$ cat src/rtl/mem_ls_resp_pkg.sv
// -----------------------------------------------------------------------------
// mem_ls_resp_pkg
// Shared definitions for the load/store-unit <-> memory request interface:
// data/address widths, rw_flag codes, len codes, responder FSM state type and
// the alignment helper used when MEM_ALIGN_CHECK_EN is defined.
// -----------------------------------------------------------------------------
package mem_ls_resp_pkg;

  localparam int dataWidth = 32;
  localparam int addrWidth = 32;

  // rw_flag encoding; 2'b11 is treated as "no request".
  localparam logic [1:0] RW_NONE  = 2'b00;
  localparam logic [1:0] RW_READ  = 2'b01;
  localparam logic [1:0] RW_WRITE = 2'b10;

  // len encoding: byte count minus one, identical to the load/store unit.
  localparam logic [1:0] LEN_1B = 2'b00;
  localparam logic [1:0] LEN_2B = 2'b01;
  localparam logic [1:0] LEN_3B = 2'b10;
  localparam logic [1:0] LEN_4B = 2'b11;

  typedef enum logic [1:0] {
    S_IDLE,
    S_READ,
    S_WRITE,
    S_DONE
  } state_e;

  // Halfwords need addr[0]==0, words need addr[1:0]==0; bytes and 3-byte
  // accesses are never misaligned.
  function automatic logic is_misaligned(input logic [1:0] len_code,
                                         input logic [1:0] addr_lo);
    logic r;
    r = 1'b0;
    case (len_code)
      LEN_2B:         r = addr_lo[0];
      LEN_4B:         r = (addr_lo != 2'b00);
      LEN_1B, LEN_3B: r = 1'b0;
      default:        r = 1'b0;
    endcase
    return r;
  endfunction

endpackage

$ cat src/rtl/mem_ls_resp.sv
// -----------------------------------------------------------------------------
// mem_ls_resp
// Responder for load/store requests. A one-cycle rw_flag pulse is accepted in
// IDLE, the access is run byte-serially on the 8-bit RAM port (little endian,
// byte k at addr+k) and completion is signalled with a one-cycle mem_done.
//
// Optional feature: define MEM_ALIGN_CHECK_EN to reject misaligned halfword /
// word requests (no RAM cycle, mem_err=1 with mem_done one cycle after accept).
//
// Ports
//   clk, rst        clock, synchronous active-high reset
//   rdy             global enable; low stalls everything, ram_wr forced 0
//   rw_flag         00 none, 01 read, 10 write, 11 none
//   addr, len       byte address of byte 0, byte count minus one
//   write_data      store data, byte k = bits [8k+7:8k]
//   read_data       load result, unfetched bytes are 0
//   mem_busy        high while an access is in READ/WRITE
//   mem_done        one-cycle completion pulse
//   mem_err         misalignment flag, valid with mem_done
//   ram_a/ram_wr/ram_dout  byte-wide RAM address, write strobe, write byte
//   ram_din         RAM read byte for the previous cycle's ram_a
// -----------------------------------------------------------------------------
module mem_ls_resp
  import mem_ls_resp_pkg::*;
(
  input  logic                 clk,
  input  logic                 rst,
  input  logic                 rdy,
  input  logic [1:0]           rw_flag,
  input  logic [addrWidth-1:0] addr,
  input  logic [1:0]           len,
  input  logic [dataWidth-1:0] write_data,
  output logic [dataWidth-1:0] read_data,
  output logic                 mem_busy,
  output logic                 mem_done,
  output logic                 mem_err,
  output logic [addrWidth-1:0] ram_a,
  output logic                 ram_wr,
  output logic [7:0]           ram_dout,
  input  logic [7:0]           ram_din
);

  state_e                 r_state;
  logic [addrWidth-1:0]   r_addr;
  logic [1:0]             r_len;
  logic [dataWidth-1:0]   r_wdata;
  logic [dataWidth-1:0]   r_rdata;
  logic [1:0]             r_idx;     // write byte k / read issue pointer i
  logic [1:0]             r_cap;     // read capture pointer c
  logic                   r_cap_en;  // ram_din valid: first read address issued
  logic                   r_err;

  logic                   w_req;
  logic                   w_misaligned;

  assign w_req = (rw_flag == RW_READ) || (rw_flag == RW_WRITE);

`ifdef MEM_ALIGN_CHECK_EN
  assign w_misaligned = is_misaligned(len, addr[1:0]);
`else
  assign w_misaligned = 1'b0;
`endif

  // NOTE: all state below updates with non-blocking assignments so every
  // register sees the pre-edge values of the others, independent of order.
  always_ff @(posedge clk) begin
    if (rst) begin
      r_state  <= S_IDLE;
      r_addr   <= '0;
      r_len    <= '0;
      r_wdata  <= '0;
      r_rdata  <= '0;
      r_idx    <= '0;
      r_cap    <= '0;
      r_cap_en <= 1'b0;
      r_err    <= 1'b0;
    end else if (rdy) begin
      unique case (r_state)
        S_IDLE: begin
          if (w_req) begin
            r_addr   <= addr;
            r_len    <= len;
            r_wdata  <= write_data;
            r_rdata  <= '0;
            r_idx    <= '0;
            r_cap    <= '0;
            r_cap_en <= 1'b0;
            r_err    <= w_misaligned;
            if (w_misaligned)            r_state <= S_DONE;
            else if (rw_flag == RW_READ) r_state <= S_READ;
            else                         r_state <= S_WRITE;
          end
        end
        S_WRITE: begin
          if (r_idx == r_len) r_state <= S_DONE;
          else                r_idx   <= r_idx + 2'd1;
        end
        S_READ: begin
          // Issue runs one byte ahead of capture because the RAM answers a
          // cycle late; it parks on the last byte once reached.
          if (r_idx != r_len) r_idx <= r_idx + 2'd1;
          r_cap_en <= 1'b1;
          if (r_cap_en) begin
            r_rdata[8*r_cap +: 8] <= ram_din;
            if (r_cap == r_len) r_state <= S_DONE;
            else                r_cap   <= r_cap + 2'd1;
          end
        end
        S_DONE: r_state <= S_IDLE;
        default: r_state <= S_IDLE;
      endcase
    end
  end

  // NOTE: every output is given a default first so no path leaves it
  // unassigned and no latch is inferred.
  always_comb begin
    ram_a    = '0;
    ram_wr   = 1'b0;
    ram_dout = '0;
    unique case (r_state)
      S_WRITE: begin
        ram_a    = r_addr + addrWidth'(r_idx);
        ram_wr   = rdy;
        ram_dout = r_wdata[8*r_idx +: 8];
      end
      S_READ: begin
        // While stalled, re-present the capture address so ram_din still
        // carries the pending byte when rdy returns.
        ram_a = r_addr + addrWidth'(rdy ? r_idx : r_cap);
      end
      default: ;
    endcase
  end

  assign mem_busy  = (r_state == S_READ) || (r_state == S_WRITE);
  assign mem_done  = (r_state == S_DONE);
  assign mem_err   = (r_state == S_DONE) && r_err;
  assign read_data = r_rdata;

endmodule

$ cat config.mk
export PLATFORM = sky130hd
export DESIGN_NAME = mem_ls_resp
export DESIGN_NICKNAME = d
export VERILOG_FILES = /design/src/rtl/mem_ls_resp_pkg.sv /design/src/rtl/mem_ls_resp.sv
export SDC_FILE = /design/constraint.sdc
export NUM_CORES = 1
export LEC_CHECK = 0
export CAP_MARGIN = 10
export CORE_UTILIZATION = 43
export CTS_BUF_LIST = sky130_fd_sc_hd__clkbuf_16
export DETAILED_ROUTE_END_ITERATION = 8
export GPL_TIMING_DRIVEN = 0
export PLACE_DENSITY = 0.87
export SYNTH_ARGS = -nofsm -noshare
export SYNTH_HDL_FRONTEND = slang
export SYNTH_SLANG_ARGS = --single-unit
export TNS_END_PERCENT = 10
$ cat constraint.sdc
create_clock -name clk -period 2.4 [get_ports clk]
set_clock_uncertainty 0.05 [all_clocks]
set_input_delay 0.24 -clock clk [delete_from_list [all_inputs] [get_ports clk]]
set_output_delay 0.24 -clock clk [all_outputs]
set_load 0.01 [all_outputs]
==> flow_summary.json <==
{
  "status": "finished, violations left",
  "violations": "negative setup slack",
  "clock.fmax_mhz": 328.7,
  "dr_total_vias": 5651,
  "layout-drive-gt1-share_pct": 16.78,
  "met2_usage_pct": 41.82,
  "drv_cap": 0,
  "synth_seq_cells": 105,
  "r2r_start": "r_state[1]",
  "synthCells": 671,
  "worstReg2RegEnd": "r_addr[17]",
  "cp_slowest_cell": "or4_4",
  "io_buffers": 152,
  "p_per_area_mw_per_mm2": 608.0,
  "synth.area.top_cells": "dfxtp_1, a21oi_1, nand2_1",
  "layout_min_cycle_time_ps": 3042,
  "synth_top_area_share_pct": 40.12,
  "viasPerCell": 5.606,
  "required_ps": 2110,
  "grt_pass1_wl_um": 25670,
  "cp_max_fo": 4,
  "die_y_um": 112.4,
  "worst_slack_ps": -642.0,
  "seqPwrFrac_pct": 42.5,
  "clk_latency_ps": 340,
  "fillerInstances": 941,
  "endpoint_kind": "output pin",
  "routed_wl_um": 16520,
  "vdd_drop_max_mv": 0.3447,
  "seq_area_sq_mm": 0.002107,
  "yosysSeqAreaShare_pct": 40.12,
  "setup_viol": 30,
  "syn-mean-instance-area_sq_um": 7.807,
  "grt_antenna_before_repair": 1,
  "grt-busiest-layer": "met2",
  "grt-ovfl-total": 0,
  "finalHoldViolations": 0,
  "fin_util_pct": 64.79,
  "period_share_pct": 126.8,
  "p_int_mw": 3.153,
  "use_met3_pct": 3.294,
  "use_met1_pct": 33.46,
  "cts_root_buffer": "clkbuf_16",
  "final_common_cell": "nand2_1",
  "slew_violations": 0,
  "max_stage_delay_ps": 500,
  "synth-edff-count": 0,
  "routedWlPerCell_um": 16.39,
  "setup-tns-final_ps": -13640,
  "ant_nets": 0,
  "final_cell_mix": "nand2_1, clkdlybuf4s50_1, a21oi_1",
  "p_sw_mw": 1.441,
  "yosys_warnings": 0,
  "hpwl_um": 11450,
  "grt_pass1_vias": 5243,
  "syn_to_final_growth_pct": 44.23,
  "die-area_sq_mm": 0.01263,
  "clockPowerShare_pct": 32.3,
  "yosysTopAreaCell": "dfxtp_1",
  "synth-main-ff-cell": "dfxtp_1",
  "cts.clk_slew.worst_paths_ps": 70,
  "drc": 0,
  "p_sw_share_pct": 31.37,
  "core-area_sq_mm": 0.01166,
  "slew_headroom_pct": 36.06,
  "hp-class": "in2reg",
  "drtPass1Iterations": 5,
  "critPathLaunchType": "flop",
  "nets": 950,
  "rsz0062_at_grt": "true",
  "synth_cell_types": 52,
  "multi_input_area_sq_mm": 0.003104,
  "tightest_slew_ps": 957.1,
  "worstPathArrival_ps": 2750,
  "io_pins": 155,
  "gp_congestion": 0.8485,
  "mappedNetlistArea_sq_mm": 0.005239,
  "drt_iter0_drc": 489,
  "reg2regPathDepth": 10,
  "cts_num_sinks": 105,
  "cts_tree": "built",
  "crit_path_end": "ram_a[30]",
  "async_flop_share_pct": 0,
  "syn-num-nets": 762,
  "pwr-share-comb_pct": 25.2,
  "hold_slack_ps": 388.7,
  "clockBufferDepth": 2,
  "crit_type": "reg2out",
  "rrSetupSlack_ps": 50,
  "numCtsBuffers": 9,
  "die_w_um": 112.4,
  "grt_usage_pct": 25.44,
  "leakage_nw": 2.678,
  "start_util_pct": 44.92,
  "path_cells": "inv_2, ha_4, nand2b_4, nand2_4, o21ai_4, ha_2, fa_2, nand4_1, buf_4, or4_4, a21oi_2, buf_2",
  "rows": 39,
  "critical_path.startpoint": "r_state[1]",
  "h-tree-depth": 3,
  "grt_max_degree": 19
}
==> worst min path at each step <==
stage | from | end | cells past startpoint
final | write_data[17] | r_wdata[17] | 3
after global routing | write_data[17] | r_wdata[17] | 3
after CTS | write_data[17] | r_wdata[17] | 3
after detailed placement | r_wdata[22] | r_wdata[22] | 2
after global placement | r_wdata[22] | r_wdata[22] | 2
after floorplan | write_data[0] | r_wdata[0] | 2
==> area by class of cell <==
cell class	instances	share of cell area, %
antenna	1	0.03312
inverter	12	0.6458
tap	143	2.368
multi-input combinational	506	41.08
buffer	45	2.964
timing repair buffer	180	21.03
sequential	105	27.89
clock buffer	9	2.981
clock inverter	7	1.010
==> registers in the layout (all words and copies together), names as in the netlist <==
register   flops
r_addr        32
r_wdata       32
read_data     32
r_cap          2
r_idx          2
r_len          2
r_state        2
r_cap_en       1
==> synthesized netlist by cell type, types with 4 or more instances <==
cell,instances
nand2_1,152
nand4_1,8
nand3_1,41
buf_2,4
and4_1,4
or4_1,13
xnor2_1,4
buf_1,7
o31ai_1,13
nor3_2,4
mux4_2,8
and2_1,12
dfxtp_1,105
clkbuf_1,34
ha_1,11
nor2_1,15
nor2b_1,4
xor2_1,11
or3_1,6
inv_1,12
a21oi_1,117
o21ai_0,43
==> cell families (layout without fill, tap and decap cells) <==
kind of cell               after synthesis  in the layout  share of synthesized area (%)
AOI/OAI and AO/OA                      191            191                          20.01
xor gates and xnor gates                15             15                          2.508
adders and majority gates               12             12                          3.009
buffers and inverters                   60            253                          4.681
DFF                                    105            105                          40.12
muxes                                   10             10                          3.917
other                                    1              2                        0.07158
and+or+nand+nor                        277            277                          25.67
==> power by group through the flow <==
stage | Combinational, mW | Sequential (mW) | Clock, mW
final | 1.16 | 1.95 | 1.49
after CTS | 1.05 | 1.94 | 1.50
after floorplan | 0.631 | 1.96 | 0
after global placement | 1.03 | 1.98 | 0
after detailed placement | 1.04 | 1.98 | 0
after global routing | 1.26 | 1.96 | 1.58
==> through the flow <==
step	power, mW	cell area [sq um]	cells	worst slack, ps
after detailed placement	3.027	7008	966	-1099
after global placement	3.010	7008	966	-1076
after CTS	4.495	7407	998	-582.1
after floorplan	2.589	5308	671	-128.6
after global routing	4.796	7556	1008	-706.5
final	4.594	7556	1008	-642.0
==> per-layer routing <==
layer / share of wire (%) / vias to the layer above
met5: 0 / -
met4: 2.8 / 0
met3: 5.7 / 34
met2: 48 / 218
met1: 43 / 2663
li1: - / 2736
==> worst max-delay path, delay by kind of cell, from the launching register on <==
family	cells	cell delay (ps)
compound gates	2	210
fa+ha+maj	3	630
buf+inv	3	370
flops	1	350
simple gates	4	850
==> timing repair <==
item,4_1_cts,5_1_grt
gates cloned,1,0
resized for setup,126,44
pin swaps,21,13
hold buffers,0,0
setup endpoints to repair,40,109
buffers inserted,18,13
No activity file was read; power rests on OpenSTA's default activity.
